$ cat src/rtl/seq_det_sched.sv
// rtl/seq_det_sched.sv - word serialiser and match-count sequencer for the run-length sequence detector
//
// Purpose:
//   Accepts parallel words over a valid/ready handshake and shifts them
//   MSB-first onto the detector w input, one bit per det_en cycle. Counts
//   detector z pulses with saturation and raises a sticky irq once the
//   count reaches cfg_thresh at a word boundary. Flushes the detector
//   (det_clr) at the start of every run.
//
// Ports:
//   clk, rst             clock (rising edge), synchronous active-high reset
//   cfg_start, cfg_stop  arm a run (IDLE only) / abort from any state
//   cfg_thresh           match count that completes a run
//   in_valid, in_data    word source; in_ready accepts a word this cycle
//   det_w, det_en        serial bit and advance strobe to the detector
//   det_clr              one-cycle detector flush
//   det_z                detector output, meaningful while det_en=1
//   match_cnt            saturating match count for the current run
//   busy                 controller is not idle
//   irq, irq_clr         sticky run-complete flag and its clear
module seq_det_sched #(
    parameter int WORD_W = 8,
    parameter int CNT_W  = 8
) (
    input  logic              clk,
    input  logic              rst,
    input  logic              cfg_start,
    input  logic              cfg_stop,
    input  logic [CNT_W-1:0]  cfg_thresh,
    input  logic              in_valid,
    input  logic [WORD_W-1:0] in_data,
    output logic              in_ready,
    output logic              det_w,
    output logic              det_en,
    output logic              det_clr,
    input  logic              det_z,
    output logic [CNT_W-1:0]  match_cnt,
    output logic              busy,
    output logic              irq,
    input  logic              irq_clr
);

    localparam int BIT_W = $clog2(WORD_W);

    typedef enum logic [2:0] {
        S_IDLE,
        S_CLEAR,
        S_WAIT,
        S_SHIFT,
        S_DONE
    } state_t;

    state_t             state_q;
    logic [WORD_W-1:0]  sr_q;
    logic [BIT_W-1:0]   bitcnt_q;
    logic [CNT_W-1:0]   cnt_q;
    logic [CNT_W-1:0]   cnt_d;
    logic               in_ready_q;
    logic               det_en_q;
    logic               det_clr_q;
    logic               irq_q;

    // Count including the bit on the wire this cycle; holds at all-ones.
    always_comb begin
        cnt_d = cnt_q;
        if (det_en_q && det_z && (cnt_q != {CNT_W{1'b1}})) begin
            cnt_d = cnt_q + 1'b1;
        end
    end

    always_ff @(posedge clk) begin
        if (rst) begin
            state_q    <= S_IDLE;
            sr_q       <= '0;
            bitcnt_q   <= '0;
            cnt_q      <= '0;
            in_ready_q <= 1'b0;
            det_en_q   <= 1'b0;
            det_clr_q  <= 1'b0;
            irq_q      <= 1'b0;
        end else if (cfg_stop) begin
            // Abort wins over everything; the count of the aborted run is kept.
            state_q    <= S_IDLE;
            sr_q       <= '0;
            bitcnt_q   <= '0;
            in_ready_q <= 1'b0;
            det_en_q   <= 1'b0;
            det_clr_q  <= 1'b0;
            irq_q      <= 1'b0;
        end else begin
            case (state_q)
                S_IDLE: begin
                    if (cfg_start) begin
                        state_q   <= S_CLEAR;
                        det_clr_q <= 1'b1;
                    end
                end
                S_CLEAR: begin
                    det_clr_q  <= 1'b0;
                    cnt_q      <= '0;
                    in_ready_q <= 1'b1;
                    state_q    <= S_WAIT;
                end
                S_WAIT: begin
                    if (in_valid && in_ready_q) begin
                        sr_q       <= in_data;
                        bitcnt_q   <= BIT_W'(WORD_W - 1);
                        in_ready_q <= 1'b0;
                        det_en_q   <= 1'b1;
                        state_q    <= S_SHIFT;
                    end
                end
                S_SHIFT: begin
                    cnt_q <= cnt_d;
                    sr_q  <= {sr_q[WORD_W-2:0], 1'b0};
                    if (bitcnt_q == '0) begin
                        det_en_q <= 1'b0;
                        // Threshold compare includes the match on the last bit.
                        if (cnt_d >= cfg_thresh) begin
                            irq_q   <= 1'b1;
                            state_q <= S_DONE;
                        end else begin
                            in_ready_q <= 1'b1;
                            state_q    <= S_WAIT;
                        end
                    end else begin
                        bitcnt_q <= bitcnt_q - 1'b1;
                    end
                end
                S_DONE: begin
                    if (irq_clr) begin
                        irq_q   <= 1'b0;
                        state_q <= S_IDLE;
                    end
                end
                default: begin
                    state_q <= S_IDLE;
                end
            endcase
        end
    end

    // The shift register is zero outside SHIFT, so its MSB serves as det_w.
    assign det_w     = sr_q[WORD_W-1];
    assign det_en    = det_en_q;
    assign det_clr   = det_clr_q;
    assign in_ready  = in_ready_q;
    assign irq       = irq_q;
    assign match_cnt = cnt_q;
    assign busy      = (state_q != S_IDLE);

endmodule
$ cat config.mk
export PLATFORM = sky130hd
export DESIGN_NAME = seq_det_sched
export DESIGN_NICKNAME = d
export VERILOG_FILES = /design/src/rtl/seq_det_sched.sv
export SDC_FILE = /design/constraint.sdc
export NUM_CORES = 1
export LEC_CHECK = 0
export ABC_CLOCK_PERIOD_IN_PS = 2500
export BUFFER_PORTS_ARGS = -buffer_cell sky130_fd_sc_hd__buf_2
export CAP_MARGIN = 20
export CORE_MARGIN = 2
export CORE_UTILIZATION = 48
export CTS_CLUSTER_DIAMETER = 80
export DETAILED_ROUTE_END_ITERATION = 10
export GPL_TIMING_DRIVEN = 0
export PLACE_DENSITY = 0.75
export SETUP_SLACK_MARGIN = 0.3
export SLEW_MARGIN = 20
export SYNTH_ARGS = -nofsm -noshare
export SYNTH_HDL_FRONTEND = slang
export SYNTH_SLANG_ARGS = --single-unit
$ cat constraint.sdc
create_clock -name clk -period 2.5 [get_ports clk]
set_input_delay 0.125 -clock clk [delete_from_list [all_inputs] [get_ports clk]]
set_output_delay 0.125 -clock clk [all_outputs]
set_load 0.05 [all_outputs]
==> impl_table.tex <==
\begin{tabular}{lr}
\hline
Metric & Value \\
\hline
\multicolumn{2}{l}{\textbf{Timing}} \\
\quad Headroom to the max-slew limit & between 60\% and 70\% \\
\quad RSZ-0062 raised after global routing & yes \\
\quad Final clock skew & approximately 0.0013 ns \\
\quad Tcrit/Tclk final & a little over 90\% \\
\quad Final sum of negative setup slack & 0 ns \\
\quad Max Transition Viols Final & 0 \\
\quad Max Freq & 435 MHz \\
\quad Hold WS & between 0.03 and 0.04 ns \\
\quad Hold violation count in the final report & 0 \\
\quad Time the worst path needs with I/O delays and setup & 2.30 ns \\
\quad Final setup vio count & 0 \\
\quad Worst slew pin tran & between 0.4 and 0.5 ns \\
\quad Setup slack of the critical path after layout & between 0.2 and 0.25 ns \\
\multicolumn{2}{l}{\textbf{Cells and area}} \\
\quad Nets@finish & $\sim$270 \\
\quad Final std cell area, no fill & 2030 um2 \\
\quad ANT cells & 0 \\
\quad Fraction of layout cells with a size suffix above 1 & a little over a third \\
\quad Filler Cells Inserted & 289 \\
\quad Count of placed standard cells in the final layout, fillers left out & 283 \\
\quad Final core utilization & 66.0\% \\
\quad Register area & approximately 540 um2 \\
\quad Growth of design area from synthesis to finish & 28.9\% \\
\quad Multi-input gate area & 1030 um2 \\
\multicolumn{2}{l}{\textbf{Worst setup path}} \\
\quad Cells along the critical path & ha\_4 -> and4\_1 -> buf\_6 -> a41oi\_4 -> nand2\_2 -> xnor2\_2 -> ha\_2 -> nor4\_2 -> o21ai\_2 -> a31o\_4 -> a41oi\_2 \\
\quad Instance count on the critical path & 11 \\
\quad Critical path launch point & match\_cnt[1] \\
\quad Setup crit end & state\_q[1] \\
\quad Startpoint Class & register \\
\quad Destination of the worst register-to-register timing path & state\_q[1] \\
\quad Required @ worst endpoint & $\sim$2.8 ns \\
\quad Register-to-Register Setup Slack & about 0.20 ns \\
\quad Number of cells on the worst reg-to-reg path & 11 \\
\quad Crit Path Class & reg -> reg \\
\quad Critical Path Max Stage Delay & between 0.3 and 0.4 ns \\
\quad Crit path max-delay family & compound AO/OA/AOI/OAI gates \\
\quad Critical-path maximum fanout & 5 \\
\quad Max stage delay cell, worst path & dfxtp\_4 \\
\quad Arrival @ worst endpoint & between 2 and 3 ns \\
\quad Startpoint of the most critical register-to-register path & match\_cnt[1] \\
\quad Bufs and invs on worst path & 1 \\
\quad Endpoint kind of the worst setup timing path & register \\
\multicolumn{2}{l}{\textbf{Synthesis}} \\
\quad Number of synthesized flops with an enable pin & 0 \\
\quad Synth Register Bits & 26 \\
\quad Yosys warnings & 0 \\
\quad Largest cells by area after synthesis & dfxtp\_1 (33\%), ha\_1 (8.7\%), nor2\_1 (5.0\%), a21oi\_1 (4.4\%), a222oi\_1 (4.4\%) \\
\quad Mapped Nets & 222 \\
\quad Fraction of synthesized cell area taken by the top area cell type & between 30\% and 40\% \\
\quad Cell count after synthesis & 188 \\
\quad Count of distinct cell types in the synthesized netlist & $\sim$50 \\
\quad Asr flop ratio synth & 0\% \\
\quad Synth area leader & dfxtp\_1 \\
\quad Cell area after technology mapping & between 1500 and 2000 um2 \\
\quad Fraction of the yosys area taken by sequential cells & about 33\% \\
\quad Most used flip-flop cell after synthesis & dfxtp\_1 \\
\quad Syn\_area\_per\_cell & 8.39 um2 \\
\multicolumn{2}{l}{\textbf{Flow run}} \\
\quad Max-capacitance violation count & 0 \\
\multicolumn{2}{l}{\textbf{CTS}} \\
\quad Clock latency reported for the late side of the worst-skew pair & approximately 0.32 ns \\
\quad Count of hold buffers inserted by post-cts repair & 0 \\
\quad Buffer depth of the longest clock path & 2 \\
\quad Number of buffers inserted during clock tree synthesis & 3 \\
\quad TritonCTS clock tree & built \\
\quad Clock Sinks & 26 \\
\quad Clock transition at the register clock pins on the worst setup and hold paths after CTS & 0.14 ns \\
\quad Clock tree root buffer cell & clkbuf\_4 \\
\quad CTS H-Tree Depth & 1 \\
\multicolumn{2}{l}{\textbf{Global routing}} \\
\quad Residual overflow from global routing & 0 \\
\quad Maximum number of pins on one net before global-route repair & 15 \\
\quad GRT Overall Usage & approximately a fifth \\
\quad Wire length of the first global-routing pass & $\sim$6000 um \\
\quad Number of global-route vias before repair & roughly 1400 \\
\quad Initial antenna violation count & 0 \\
\multicolumn{2}{l}{\textbf{Die}} \\
\quad Std cell rows & 20 \\
\quad Die span in x & approximately 61 um \\
\quad Total core area & around 3100 um2 \\
\quad Die height & 61.3 um \\
\quad DIE AREA & about 3800 um2 \\
\quad I/O pin total & 37 \\
\quad Initial standard-cell utilization of the core & between 50\% and 60\% \\
\multicolumn{2}{l}{\textbf{Placed design}} \\
\quad Port Buf Inserts & 36 \\
\quad Detailed-placement wirelength estimate & 2750 um \\
\quad Cell count after placement & 268 \\
\quad Post-place instance area & $\sim$1900 um2 \\
\quad Place WS & -0.0000708 ns \\
\quad Placer's final routability congestion estimate & 0.860 \\
\multicolumn{2}{l}{\textbf{Routing}} \\
\quad Starting DRT DRC Count & 96 \\
\quad Wire per inst & about 13 um \\
\quad Residual DRC count & 0 \\
\quad Number of antenna-violating nets in the routed design & 0 \\
\quad Via/cell ratio & 5.71 \\
\quad Drt total wl & between 3000 and 4000 um \\
\quad Routed vias & $\sim$1600 \\
\quad First drt pass iteration count & 5 \\
\multicolumn{2}{l}{\textbf{Pwr}} \\
\quad Internal power & 0.535 mW \\
\quad Switching portion of total power & about a quarter \\
\quad Final Total Pwr & roughly 0.7 mW \\
\quad Sequential share of power & between 50\% and 60\% \\
\quad Sw power & between 0.15 and 0.2 mW \\
\quad Power density over the cells & roughly 350 nW/um2 \\
\quad Largest voltage drop on the vdd net & 0.339 mV \\
\quad Static Leakage & approximately 0.88 nW \\
\quad Proportion of power drawn by the clock network & between 30\% and 40\% \\
\quad Combinational group share of total power & 10.5\% \\
\multicolumn{2}{l}{\textbf{Outcome}} \\
\quad Outcome & finished clean \\
\multicolumn{2}{l}{\textbf{Worst hold path}} \\
\quad Kind of path behind the tightest hold check & in -> reg \\
\hline
\end{tabular}
-- final cells by class --
type / count / area share [%]
Multi-Input combinational cell: 136 / 50.7
Sequential cell: 26 / 26.4
Timing Repair Buffer: 47 / 12.9
Inverter: 15 / 2.77
Buffer: 11 / 2.71
Tap cell: 44 / 2.71
Clock buffer: 4 / 1.79
-- worst register-to-register path, stage by stage, from the launching register on --
cell and delay, ns:
dfxtp_4 0.38, ha_4 0.16, and4_1 0.15, buf_6 0.13, a41oi_4 0.21, nand2_2 0.10, xnor2_2 0.15, ha_2 0.19
nor4_2 0.26, o21ai_2 0.13, a31o_4 0.25, a41oi_2 0.11
-- cell families after synthesis --
kind of cell / count (synthesis) / synth area share, %
AOI/OAI and AO/OA: 48 / 22.9
xor gates and xnor gates: 4 / 2.22
buffers and inverters: 26 / 6.75
and+or+nand+nor: 70 / 24.4
DFF: 26 / 33.0
muxes: 3 / 1.98
adders and majority gates: 11 / 8.73
-- flip-flops by register name, summed over array words and instances (netlist names) --
name	cells
irq	1
match_cnt	8
in_ready	1
state_q	3
det_en	1
bitcnt_q	3
sr_q	8
det_clr	1
-- worst min path at each step --
stage	from	endpoint	slack, ns	cells after the start
CTS	in_data[2]	sr_q[2]	0.03	3
detailed placement	in_data[2]	sr_q[2]	0.37	3
finish	in_data[2]	sr_q[2]	0.03	3
floorplan	in_data[2]	sr_q[2]	0.27	2
global placement	in_data[3]	sr_q[3]	0.36	3
global route	in_data[5]	sr_q[5]	0.04	3
-- layer usage --
layer	global-route usage (%)	vias to the layer above	part of all wire (%)
li1	-	797	-
met1	26.6	761	45
met2	37.2	51	49
met3	2.73	6	5.0
met4	5.90	0	0.85
met5	0	-	0
-- cell usage after synthesis (2+ instances only) --
library cell / count
a211oi_1: 3
a21o_1: 2
a21oi_1: 14
a222oi_1: 7
a31oi_1: 4
buf_2: 3
clkbuf_1: 6
dfxtp_1: 26
ha_1: 11
inv_1: 15
mux2i_1: 2
nand2_1: 10
nand2b_1: 2
nand3_1: 5
nand3b_1: 2
nand4_1: 3
nand4b_1: 2
nor2_1: 21
nor2b_1: 2
nor3_1: 5
nor3b_1: 2
nor4_1: 2
nor4_2: 2
o211ai_1: 2
o21ai_0: 4
or2_2: 3
or3_1: 2
xnor2_1: 2
xor2_1: 2
-- power by group through the flow --
stage                     clock network, mW  logic (mW)  registers, mW
after floorplan                           0      0.0363          0.432
after global placement                    0      0.0708          0.427
after detailed placement                  0      0.0712          0.427
after CTS                             0.221      0.0731          0.418
after global routing                  0.236      0.0816          0.419
final                                 0.213      0.0743          0.418
-- cells in the final DEF (no fill, tap or decap), drive strengths merged, types with 2 or more instances in the layout --
cell type	instances
a211oi	3
a21o	2
a21oi	14
a222oi	7
a31oi	4
a41oi	2
buf	51
clkbuf	11
dfxtp	26
ha	11
inv	15
mux2i	2
nand2	10
nand2b	2
nand3	5
nand3b	2
nand4	3
nand4b	2
nor2	22
nor2b	2
nor3	5
nor3b	2
nor4	4
o211ai	2
o21ai	4
or2	3
or3	2
xnor2	2
xor2	2
-- repair_timing --
item                                    in CTS  in global routing
pin swaps                                    9                 14
endpoints found under the setup margin       4                  4
setup buffers                                8                  3
resized for setup                            1                  8
No activity file was read; power rests on OpenSTA's default activity.
